==> config.mk <==
export PLATFORM = sky130hd
export DESIGN_NAME = player_pixel_compositor_flat
export DESIGN_NICKNAME = d
export VERILOG_FILES = /design/src/rtl/player_pixel_compositor_if.sv /design/src/rtl/player_pixel_compositor.sv /design/src/flat_wrapper.sv
export SDC_FILE = /design/constraint.sdc
export NUM_CORES = 1
export LEC_CHECK = 0
export BUFFER_PORTS_ARGS = -buffer_cell sky130_fd_sc_hd__buf_2
export CORE_AREA = 5 5 117 119
export CTS_CLUSTER_DIAMETER = 60
export DETAILED_ROUTE_END_ITERATION = 10
export DIE_AREA = 0 0 122 124
export PLACE_DENSITY = 0.57
export SLEW_MARGIN = 20
export SYNTH_ARGS = -nofsm -noshare
export SYNTH_HDL_FRONTEND = slang
export SYNTH_SLANG_ARGS = --single-unit
==> constraint.sdc <==
create_clock -name frame_Clk -period 3 [get_ports frame_Clk]
set_input_delay 0.75 -clock frame_Clk [delete_from_list [all_inputs] [get_ports frame_Clk]]
set_output_delay 0.75 -clock frame_Clk [all_outputs]
set_load 0.005 [all_outputs]
==> src/rtl/player_pixel_compositor_if.sv <==
// Pixel/ROM/blink signal bundle around the player pixel compositor.
//   master : the surrounding logic (sprite address generator, background,
//            sprite ROM, VGA colour mapper, game logic)
//   slave  : the compositor itself
// Signals:
//   playerOn, spriteAddress, bgRGB  current pixel coverage, ROM word address, background
//   vsync_pulse, hit                per-frame pulse, damage pulse
//   romData / romAddr               sprite ROM data in / registered ROM address out
//   pixelRGB, playerPixel           composited pixel, opaque-player-pixel flag
//   invincible                      blink window active
//   paletteSel                      only with PLAYER_PALETTE_SWAP_EN: 1 selects PAL1
interface player_pixel_compositor_if;
`ifdef PLAYER_PALETTE_SWAP_EN
   logic        paletteSel;
`endif
   logic        playerOn;
   logic [20:0] spriteAddress;
   logic [23:0] bgRGB;
   logic        vsync_pulse;
   logic        hit;
   logic [3:0]  romData;
   logic [20:0] romAddr;
   logic [23:0] pixelRGB;
   logic        playerPixel;
   logic        invincible;

   modport master (
`ifdef PLAYER_PALETTE_SWAP_EN
      output paletteSel,
`endif
      output playerOn, spriteAddress, bgRGB, vsync_pulse, hit, romData,
      input  romAddr, pixelRGB, playerPixel, invincible
   );

   modport slave (
`ifdef PLAYER_PALETTE_SWAP_EN
      input  paletteSel,
`endif
      input  playerOn, spriteAddress, bgRGB, vsync_pulse, hit, romData,
      output romAddr, pixelRGB, playerPixel, invincible
   );
endinterface

==> src/rtl/player_pixel_compositor.sv <==
// Player pixel compositor: fetches the sprite palette index from ROM, maps it
// through the palette, keys index 0 as transparent over the background and
// applies the post-hit invincibility blink. Latency ROM_LATENCY+2, 1 pixel/cycle.
// Ports:
//   frame_Clk  pixel clock
//   Reset      synchronous, active-high
//   bus        player_pixel_compositor_if.slave (see interface file)
// Optional feature: define PLAYER_PALETTE_SWAP_EN to add bus.paletteSel, which
// travels with the pixel and selects PAL1 instead of PAL0.
//
// state  | meaning
// IDLE   | normal play, player always visible
// INVULN | post-hit window, frame_cnt frames left, visible blinks
module player_pixel_compositor #(
   parameter int ROM_LATENCY  = 2,
   parameter int BLINK_FRAMES = 120,
   parameter int BLINK_PERIOD = 8
) (
   input  logic frame_Clk,
   input  logic Reset,
   player_pixel_compositor_if.slave bus
);
   localparam int         DEPTH       = ROM_LATENCY + 1;
   localparam int         VIS_BIT     = $clog2(BLINK_PERIOD);
   localparam logic [7:0] FRAMES_INIT = 8'(BLINK_FRAMES);
   localparam logic       INIT_VIS    = ~FRAMES_INIT[VIS_BIT];

   localparam logic [23:0] PAL0 [0:15] = '{
      24'h000000, 24'h101010, 24'hF8D8B0, 24'hE03020,
      24'h2040C0, 24'hF0C020, 24'h803010, 24'hFFFFFF,
      24'h30A030, 24'hC08060, 24'h602080, 24'hA0A0A0,
      24'h404040, 24'hFF8000, 24'h00C0C0, 24'hE0E0E0
   };
`ifdef PLAYER_PALETTE_SWAP_EN
   localparam logic [23:0] PAL1 [0:15] = '{
      24'h000000, 24'h101010, 24'hF8D8B0, 24'h20A0E0,
      24'hE04020, 24'h20E0F0, 24'h103080, 24'hFFFFFF,
      24'hA030A0, 24'hC08060, 24'h208060, 24'hA0A0A0,
      24'h404040, 24'h00FF80, 24'hC0C000, 24'hE0E0E0
   };
   logic [DEPTH-1:0] sel_sr;
`endif

   typedef enum logic {IDLE, INVULN} state_t;

   state_t                 state;
   logic [7:0]             frame_cnt;
   logic [7:0]             cnt_dec;
   logic                   visible;
   logic [DEPTH-1:0]       on_sr;
   logic [DEPTH-1:0][23:0] bg_sr;
   logic [23:0]            pal_rgb;
   logic                   draw;

   assign cnt_dec = frame_cnt - 8'd1;

   always_comb begin
      pal_rgb = PAL0[bus.romData];
`ifdef PLAYER_PALETTE_SWAP_EN
      if (sel_sr[DEPTH-1]) pal_rgb = PAL1[bus.romData];
`endif
      draw = on_sr[DEPTH-1] && (bus.romData != 4'd0) && visible;
   end

   // Pixel pipeline: coverage and background ride alongside the ROM access
   // so they meet romData at the output register.
   always_ff @(posedge frame_Clk) begin
      if (Reset) begin
         bus.romAddr     <= 21'd0;
         bus.pixelRGB    <= 24'd0;
         bus.playerPixel <= 1'b0;
         on_sr           <= '0;
         bg_sr           <= '0;
`ifdef PLAYER_PALETTE_SWAP_EN
         sel_sr          <= '0;
`endif
      end else begin
         bus.romAddr     <= bus.playerOn ? bus.spriteAddress : 21'd0;
         on_sr           <= {on_sr[DEPTH-2:0], bus.playerOn};
         bg_sr           <= {bg_sr[DEPTH-2:0], bus.bgRGB};
`ifdef PLAYER_PALETTE_SWAP_EN
         sel_sr          <= {sel_sr[DEPTH-2:0], bus.paletteSel};
`endif
         bus.pixelRGB    <= draw ? pal_rgb : bg_sr[DEPTH-1];
         bus.playerPixel <= draw;
      end
   end

   // Blink FSM. visible only moves on vsync_pulse so a frame never tears.
   always_ff @(posedge frame_Clk) begin
      if (Reset) begin
         state          <= IDLE;
         frame_cnt      <= 8'd0;
         visible        <= 1'b1;
         bus.invincible <= 1'b0;
      end else begin
         case (state)
            IDLE: begin
               if (bus.hit) begin
                  state          <= INVULN;
                  frame_cnt      <= FRAMES_INIT;
                  bus.invincible <= 1'b1;
                  if (bus.vsync_pulse) visible <= INIT_VIS;
               end else if (bus.vsync_pulse) begin
                  visible <= 1'b1;
               end
            end
            INVULN: begin
               if (bus.vsync_pulse) begin
                  if (frame_cnt > 8'd1) begin
                     frame_cnt <= cnt_dec;
                     visible   <= ~cnt_dec[VIS_BIT];
                  end else begin
                     state          <= IDLE;
                     frame_cnt      <= 8'd0;
                     visible        <= 1'b1;
                     bus.invincible <= 1'b0;
                  end
               end
            end
            default: state <= IDLE;
         endcase
      end
   end
endmodule

==> src/flat_wrapper.sv <==
// flat-port wrapper written by rule: the top's interface ports become plain ports
module player_pixel_compositor_flat 
#(
   parameter int ROM_LATENCY  = 2,
   parameter int BLINK_FRAMES = 120,
   parameter int BLINK_PERIOD = 8
)
  (frame_Clk, Reset, bus_playerOn, bus_spriteAddress, bus_bgRGB, bus_vsync_pulse, bus_hit, bus_romData, bus_romAddr, bus_pixelRGB, bus_playerPixel, bus_invincible);
  player_pixel_compositor_if bus_i ();
  input  logic frame_Clk;
  input  logic Reset;
  input wire logic [$bits(bus_i.playerOn)-1:0] bus_playerOn;
  input wire logic [$bits(bus_i.spriteAddress)-1:0] bus_spriteAddress;
  input wire logic [$bits(bus_i.bgRGB)-1:0] bus_bgRGB;
  input wire logic [$bits(bus_i.vsync_pulse)-1:0] bus_vsync_pulse;
  input wire logic [$bits(bus_i.hit)-1:0] bus_hit;
  input wire logic [$bits(bus_i.romData)-1:0] bus_romData;
  output wire logic [$bits(bus_i.romAddr)-1:0] bus_romAddr;
  output wire logic [$bits(bus_i.pixelRGB)-1:0] bus_pixelRGB;
  output wire logic [$bits(bus_i.playerPixel)-1:0] bus_playerPixel;
  output wire logic [$bits(bus_i.invincible)-1:0] bus_invincible;
  assign bus_i.playerOn = bus_playerOn;
  assign bus_i.spriteAddress = bus_spriteAddress;
  assign bus_i.bgRGB = bus_bgRGB;
  assign bus_i.vsync_pulse = bus_vsync_pulse;
  assign bus_i.hit = bus_hit;
  assign bus_i.romData = bus_romData;
  assign bus_romAddr = bus_i.romAddr;
  assign bus_pixelRGB = bus_i.pixelRGB;
  assign bus_playerPixel = bus_i.playerPixel;
  assign bus_invincible = bus_i.invincible;
  player_pixel_compositor #(.ROM_LATENCY(ROM_LATENCY), .BLINK_FRAMES(BLINK_FRAMES), .BLINK_PERIOD(BLINK_PERIOD)) u_core (.frame_Clk(frame_Clk), .Reset(Reset), .bus(bus_i));
endmodule
==> flow_metrics.tcl <==
set metrics [dict create \
    numCtsBuffers 17 \
    final_common_cell "dfxtp_1" \
    crit_end "u_core.bus.pixelRGB[8]$_SDFF_PP0_" \
    die_y_microns 124 \
    crit_path_start "bus_romData[1]" \
    ys_ff_latch 132 \
    clockBufferDepth 2 \
    required_ps 3350 \
    maxCapViolCount 0 \
    grt_overflow 0 \
    hold_viol 0 \
    synth_nets 470 \
    r2r-start "u_core.frame_cnt[0]$_SDFFE_PP0P_" \
    timing.final.crit_share_pct 67.7 \
    core.rowCount 41 \
    ir_drop_mv 0.289 \
    antenna_found_initial 0 \
    synthTopCellsByArea "dfxtp_1 (61%), nor2b_1 (11%), and2_1 (3.5%), a21oi_1 (2.8%), ha_1 (2.3%)" \
    grt_pass1_wl_mm 14.4 \
    arrival_ps 2380 \
    r2r-end "u_core.frame_cnt[6]$_SDFFE_PP0P_" \
    holdBufCountCts 0 \
    reg2reg_depth 6 \
    grt_start_max_net_pins 46 \
    dr.pass1.iters 4 \
    cts_root_buf "clkbuf_16" \
    tightest_slew_ps 553 \
    fin_crit_ps 2030 \
    ys.flop_type "dfxtp_1" \
    max_freq_ghz 0.492 \
    rsz0062_at_grt "false" \
    grt_pass1_vias 2971 \
    syn_avg_cell_area_sq_um 10.5 \
    p_sw_uw 837 \
    postCtsSetupBuffers 0 \
    ys_seq_area_share_pct 61.4 \
    wl_per_cell_microns 12.4 \
    hold_class "reg2reg" \
    synthesis.yosys.warnings 0 \
    area_growth_pct 28.5 \
    dr_total_vias 2951 \
    cp_max_fo 20 \
    yosysTopAreaCellShare_pct 61.4 \
    final_nets 569 \
    mostFrequentLayoutCells "dfxtp_1 (132), buf_2 (99), nor2b_1 (76)" \
    p_clk_share_pct 48.6 \
    clock_latency_ps 410 \
    slew_viol_final 0 \
    routed_wl_mm 8.56 \
    ff2ff_setup_slack_ps 1090 \
    setup_tns_ps 0 \
    syn_area_sq_um 4300 \
    synth_top_area_cell "dfxtp_1" \
    ant_nets 0 \
    slew_headroom_pct 63.1 \
    hpwl_mm 6.04 \
    clk_pin_slew_ps 50 \
    drt_iter0_markers 176 \
    vias_per_cell 4.28 \
    status "finished clean" \
    finalSetupViolations 0 \
    power.density_nw_per_um2 744 \
    htreeDepth 4 \
    internal_power_uw 3270 \
    fillers 1217 \
    critPathLaunchType "primary input" \
    end_kind "register" \
    ys_types 39 \
    skew_ps 5.71 \
    cts_tree "built" \
    diodes 0 \
    crit_type "in2reg" \
    p_comb_share_pct 6.1 \
    io_pins 101 \
    p_leak_uw 0.00242 \
    io_buffers 100 \
    core-area_sq_um 12500 \
    power_uw 4110 \
    place.gp.congestion 0.788 \
    p_sw_share_pct 20.4 \
    ctsResizeCount 0 \
    synth_edf_count 0 \
    start_util_pct 34.5 \
    async_reset_ff_share_pct 0 \
    die-area_sq_um 15100 \
    cts_num_sinks 132 \
    syn_inst 408 \
    drcViolationCount 0 \
    die_x_microns 122 \
    layout-drive-gt1-share_pct 25.9 \
    power.share.sequential_pct 45.3 \
    grt_usage_pct 12.5 \
]
## kinds of logic (layout without fill, tap and decap cells)
| group | Yosys count | after routing | share of synthesized area, % |
|---|---|---|---|
| compound gates | 68 | 68 | 10.4 |
| xor+xnor | 4 | 4 | 0.815 |
| fa+ha+maj | 8 | 8 | 2.33 |
| buf+inv | 32 | 142 | 3.05 |
| flops | 132 | 132 | 61.4 |
| mux | 3 | 3 | 0.727 |
| simple gates | 161 | 161 | 21.2 |
## registers in the layout, summed over array words and instances, names as in the netlist
signal / count
u_core.bus.romAddr: 21
u_core.bus.playerPixel: 1
u_core.frame_cnt: 8
u_core.bg_sr: 72
u_core.on_sr: 3
u_core.visible: 1
u_core.state: 1
u_core.bus.pixelRGB: 24
u_core.bus.invincible: 1
## final cells by class
class | count | area [sq um] | share of cell area, %
multi-input combinational | 244 | 1530 | 27.6
clock buffer | 26 | 509 | 9.21
timing repair buffer | 104 | 533 | 9.64
inverter | 8 | 30.0 | 0.543
clock inverter | 4 | 70.1 | 1.27
sequential | 132 | 2640 | 47.8
tap | 172 | 215 | 3.89
## power groups by stage
stage | Clock, uW | Combinational, uW | Sequential (uW)
6_report | 2000 | 251 | 1860
3_3_place_gp | 0 | 251 | 1900
2_1_floorplan | 0 | 169 | 1890
5_1_grt | 2140 | 288 | 1870
3_5_place_dp | 0 | 255 | 1900
4_1_cts | 2050 | 256 | 1860
## synthesized netlist by cell type (3+ instances only)
library cell  count
a211o_1           4
a211oi_1          8
a21oi_1          24
and2_1           24
buf_2             3
clkbuf_1         18
dfxtp_1         132
ha_1              8
inv_1             8
nand2_1          19
nand2b_1          6
nor2_1           21
nor2b_1          76
nor3_1            6
o211ai_1          6
o21a_1            7
o21ai_0           6
xor2_1            4
## per-stage QoR
step	cells	instance area [sq um]	hold WS [ps]	worst slack (ps)	util, %
final	690	5530	431	969	44.3
after global routing	690	5530	450	805	44.3
after CTS	690	5530	435	993	44.3
after detailed placement	660	4950	424	567	39.7
after global placement	660	4950	421	681	39.7
after floorplan	408	4300	414	1120	-
## critical path, cell delays in order
cell and delay (ps):
buf_2 150, inv_1 160, ha_1 320, a21oi_1 100, buf_4 220, a21oi_1 470, o21a_1 200
## worst min path at each step
stage                                startpoint                                  to  cells after the start
floorplan            u_core.bg_sr[0]$_SDFF_PP0_         u_core.bg_sr[24]$_SDFF_PP0_                      1
global placement    u_core.bg_sr[19]$_SDFF_PP0_         u_core.bg_sr[43]$_SDFF_PP0_                      1
detailed placement  u_core.bg_sr[19]$_SDFF_PP0_         u_core.bg_sr[43]$_SDFF_PP0_                      1
CTS                 u_core.bg_sr[59]$_SDFF_PP0_  u_core.bus.pixelRGB[11]$_SDFF_PP0_                      2
global route        u_core.bg_sr[49]$_SDFF_PP0_   u_core.bus.pixelRGB[1]$_SDFF_PP0_                      1
finish              u_core.bg_sr[19]$_SDFF_PP0_         u_core.bg_sr[43]$_SDFF_PP0_                      1
## metal layers
layer	GRT usage [%]	wire length, microns
met3	4.00	385
met1	15.5	3830
met4	7.14	213
met2	19.2	4130
met5	0	0
No activity file was read; power rests on OpenSTA's default activity.
